## src/rtl/spram_arbiter.sv

```systemverilog
// Shares the single-ported main SPRAM between the pipeline (port 0, fixed priority) and a secondary master (port 1).
// Grant and memory mux are combinational; read-valid follows one cycle after a granted read, aligned to the SPRAM output.
// A port 1 requester is denied while port 0 requests, until its wait count reaches MAX_WAIT; then it wins for one cycle.
module spram_arbiter #(
    parameter int ADDR_WIDTH = 14,
    parameter int MAX_WAIT   = 8
) (
    input  logic                  clk,
    input  logic                  rstn,

    input  logic                  p0_req,
    input  logic                  p0_write,
    input  logic [3:0]            p0_wmask,
    input  logic [31:0]           p0_wdata,
    input  logic [ADDR_WIDTH-1:0] p0_addr,
    output logic                  p0_gnt,
    output logic                  p0_rvalid,
    output logic [31:0]           p0_rdata,

    input  logic                  p1_req,
    input  logic                  p1_write,
    input  logic [3:0]            p1_wmask,
    input  logic [31:0]           p1_wdata,
    input  logic [ADDR_WIDTH-1:0] p1_addr,
    output logic                  p1_gnt,
    output logic                  p1_rvalid,
    output logic [31:0]           p1_rdata,

    output logic                  mem_write,
    output logic [3:0]            mem_wmask,
    output logic [31:0]           mem_wdata,
    output logic [ADDR_WIDTH-1:0] mem_addr,
    input  logic [31:0]           mem_rdata
);

    localparam logic [7:0] MAX_WAIT_C = 8'(MAX_WAIT);

    logic [7:0] wait_cnt_q, wait_cnt_d;
    logic       p0_rvalid_q, p0_rvalid_d;
    logic       p1_rvalid_q, p1_rvalid_d;
    logic       starved;

    always_comb begin
        starved     = 1'b0;
        p0_gnt      = 1'b0;
        p1_gnt      = 1'b0;
        mem_addr    = p0_addr;
        mem_wdata   = p0_wdata;
        mem_wmask   = p0_wmask;
        mem_write   = p0_write & p0_req;
        wait_cnt_d  = wait_cnt_q;
        p0_rvalid_d = 1'b0;
        p1_rvalid_d = 1'b0;

        starved = (wait_cnt_q == MAX_WAIT_C) && p1_req;
        p1_gnt  = p1_req && (starved || !p0_req);
        p0_gnt  = p0_req && !starved;

        // Idle cycles keep port 0 on the bus so fetch addressing needs no grant first.
        if (p1_gnt) begin
            mem_addr  = p1_addr;
            mem_wdata = p1_wdata;
            mem_wmask = p1_wmask;
            mem_write = p1_write & p1_req;
        end
        if (!mem_write) begin
            mem_wmask = 4'h0;
        end

        if (!p1_req || p1_gnt) begin
            wait_cnt_d = 8'd0;
        end else if (wait_cnt_q < MAX_WAIT_C) begin
            wait_cnt_d = wait_cnt_q + 8'd1;
        end

        p0_rvalid_d = p0_gnt & p0_req & ~p0_write;
        p1_rvalid_d = p1_gnt & p1_req & ~p1_write;
    end

    always_ff @(posedge clk or negedge rstn) begin
        if (!rstn) begin
            wait_cnt_q  <= 8'd0;
            p0_rvalid_q <= 1'b0;
            p1_rvalid_q <= 1'b0;
        end else begin
            wait_cnt_q  <= wait_cnt_d;
            p0_rvalid_q <= p0_rvalid_d;
            p1_rvalid_q <= p1_rvalid_d;
        end
    end

    assign p0_rvalid = p0_rvalid_q;
    assign p1_rvalid = p1_rvalid_q;
    assign p0_rdata  = mem_rdata;
    assign p1_rdata  = mem_rdata;

endmodule

```

## config.mk

```make
export PLATFORM = sky130hd
export DESIGN_NAME = spram_arbiter
export DESIGN_NICKNAME = d
export VERILOG_FILES = /design/src/rtl/spram_arbiter.sv
export SDC_FILE = /design/constraint.sdc
export NUM_CORES = 1
export LEC_CHECK = 0
export CAP_MARGIN = 10
export CORE_AREA = 2 2 98 100
export CTS_CLUSTER_SIZE = 28
export DETAILED_ROUTE_END_ITERATION = 16
export DIE_AREA = 0 0 100 102
export PLACE_DENSITY = 0.66
export SLEW_MARGIN = 20
export SYNTH_ARGS = -nofsm -noshare
export SYNTH_HDL_FRONTEND = slang
export SYNTH_SLANG_ARGS = --single-unit
export TNS_END_PERCENT = 1
```

## constraint.sdc

```tcl
create_clock -name clk -period 2.84 [get_ports clk]
set_input_delay 0.426 -clock clk [delete_from_list [all_inputs] [get_ports clk]]
set_output_delay 0.426 -clock clk [all_outputs]
set_load 0.005 [all_outputs]
```

==> metrics.cfg, run 1 <==
[outcome]
status=complete, but fails checks
violations=setup timing

[synthesis]
ys_types=23
netlist_instances=167
synth_seq_area_share_pct=16.00
synthTopCellsByArea=buf_4 (32%), mux2_2 (32%), dfrtp_1 (16%)
synth-seq-cells=10
yosys_warnings=0
synth_top_area_share_pct=31.68
syn-num-nets=307
avgSynthCellArea_um2=9.365
synth_edf_count=0
synth_top_flop_cell=dfrtp_1
syn_area_um2=1564
yosysTopAreaCell=buf_4
async_reset_ff_share_pct=100.0

[global_route]
grt_antenna_before_repair=1
grt_usage_pct=10.41
grt_overflow=0
grt_pass1_vias=1511
grt_pass1_wl_um=8086
grt_max_degree=24

[route]
vias=1492
drc=0
viasPerCell=3.906
drt_pass1_iterations=3
drtAntennaViolNets=0
wirelength_um=6180
drtIter0Drc=5
wl_per_cell_um=16.18

[setup_path]
path_max_fanout=12
cp.arrival_ps=2470
crit_required_ps=2410
worst-setup-path-type=reg -> out
r2r_setup_slack_ps=1130
endpoint_kind=primary output
start_kind=flip-flop

[power_and_ir_drop]
powerDensity_nw_per_um2=219.9
peakVddDrop_mv=0.09188
p_leak_uw=0.001458

[timing]
finClkSkew_ps=0.9566
fin_ws_ps=-56.80
worst_slew_pin_slew_ps=464.2
hold_slack_ps=512.5
finalSetupTns_ps=-56.80
rsz0062_at_grt=yes
period_share_pct=102.0
final-hold-violation-count=0
fmax_mhz=345.2
drv_slew=0
fin_crit_ps=2897
relSlewSlack_pct=68.96
finalSetupViolCount=1

[placed_design]
place_congestion=0.7220
numPortBuffers=160
place_ws_ps=-39.87
hpwl_um=4977
place_area_um2=2840

[clocking]
cts_root_buffer=clkbuf_8
clockBufferDepth=2
clock_latency_ps=240
clk_pin_slew_ps=50
clock-sinks=10
hold_buffers=0
cts_buffers=3
ctsHtreeMaxLevel=1
cts_tree=yes

[cells_and_area]
seqCellArea_um2=250.2
fill_cells=945
layout.nets=412
multiInputGateArea_um2=764.5
drive_above_1_share_pct=21.85
syn_to_final_growth_pct=94.00
fin_area_um2=3034
final_core_util_pct=33.31

[die]
fp.dieH_um=102
start_util_pct=17.17
dieArea_um2=10200
rows=35
core_region_area_um2=9109
die_w_um=100
io_pins=257

[flow_run]
maxCapViolCount=0

[hold_path]
hold_path_class=in -> async

[layout make-up]
| type | instances | share of cell area (%) |
|---|---|---|
| repair buffers | 170 | 59.92 |
| multi-input cells | 82 | 25.20 |
| flip-flops and latches | 10 | 8.247 |
| well taps | 111 | 4.577 |
| clock buffers | 3 | 1.361 |
| inverters | 5 | 0.6186 |
| diodes | 1 | 0.08247 |
[worst max-delay path: stages, from the launching register on]
cell and delay [ps]:
dfrtp_1 380, or4_4 580, o22ai_4 190, buf_12 160
buf_16 130, mux2_2 350, clkdlybuf4s50_1 450
[sequential cells by signal, indices dropped and copies added (netlist names)]
name        count
p1_rvalid       1
wait_cnt_q      8
p0_rvalid       1
[per-stage QoR]
| stage | total power [uW] | instances |
|---|---|---|
| floorplan | 322.8 | 167 |
| global placement | 531.5 | 374 |
| detailed placement | 532.6 | 374 |
| CTS | 683.2 | 379 |
| global route | 704.6 | 381 |
| finish | 667.3 | 382 |
[layer usage]
layer  part of all wire [%]  track usage (%)  vias to the layer above
met1                     40            12.87                      657
met2                     45            15.59                      112
li1                       -                -                      703
met3                     12            4.925                       20
met4                    2.5            4.320                        0
met5                      0                0                        -
[cell usage in the layout (no fill, tap or decap), drive strengths merged, types with 4 or more instances in the layout]
master	Yosys	final
buf	70	9
clkbuf	0	4
inv	5	5
nor2	11	11
clkdlybuf4s50	0	114
mux2i	5	5
and3	4	4
dfrtp	10	10
dlygate4sd2	0	16
mux2	46	46
dlymetal6s2s	0	30
[repair_timing]
item                                    in CTS  in global routing
hold endpoints to repair                     0                  0
gates resized for setup                     17                 33
endpoints found under the setup margin      51                 36
gates cloned                                 1                  1
setup buffers                                1                  1
pin swaps                                    2                  1
[final timing paths]
| path | startpoint | to | cells past startpoint |
|---|---|---|---|
| setup / recovery | wait_cnt_q[4] | mem_addr[6] | 6 |
| hold / removal | rstn | wait_cnt_q[4] | 1 |
| setup reg to reg | wait_cnt_q[4] | p1_rvalid | 5 |
| hold reg to reg | wait_cnt_q[5] | wait_cnt_q[5] | 1 |
| max in group asynchronous | rstn | wait_cnt_q[2] | 1 |
| min in group clk | wait_cnt_q[5] | wait_cnt_q[5] | 1 |
[synth_stat cells (all sizes together) (2+ instances only)]
master / count
buf: 70
mux2i: 5
nand2: 2
dfrtp: 10
xnor2: 2
nor2: 11
inv: 5
ha: 2
and3: 4
mux2: 46
o21ai: 2
[cells by family (layout without fill, tap and decap cells)]
group	count (synthesis)	after routing	share of synthesized area, %
xor gates and xnor gates	2	2	1.120
AOI/OAI and AO/OA	4	4	2.239
muxes	51	51	36.32
other	0	1	0
and+or+nand+nor	23	23	7.361
buffers and inverters	75	178	35.36
DFF	10	10	16.00
adders and majority gates	2	2	1.600
[where the power goes]
group	internal [uW]	switching, uW
Clock	92.6	53.5
Sequential	146	2.11
Combinational	273	100
Total	511	156
Note: power is estimated with default switching activity, not from simulation.
==> run 2: changes to the inputs <==
- CAP_MARGIN: 10 -> default
==> results of run 2 <==
Same layout as run 1: the final DEF is identical, and so are final timing and power.
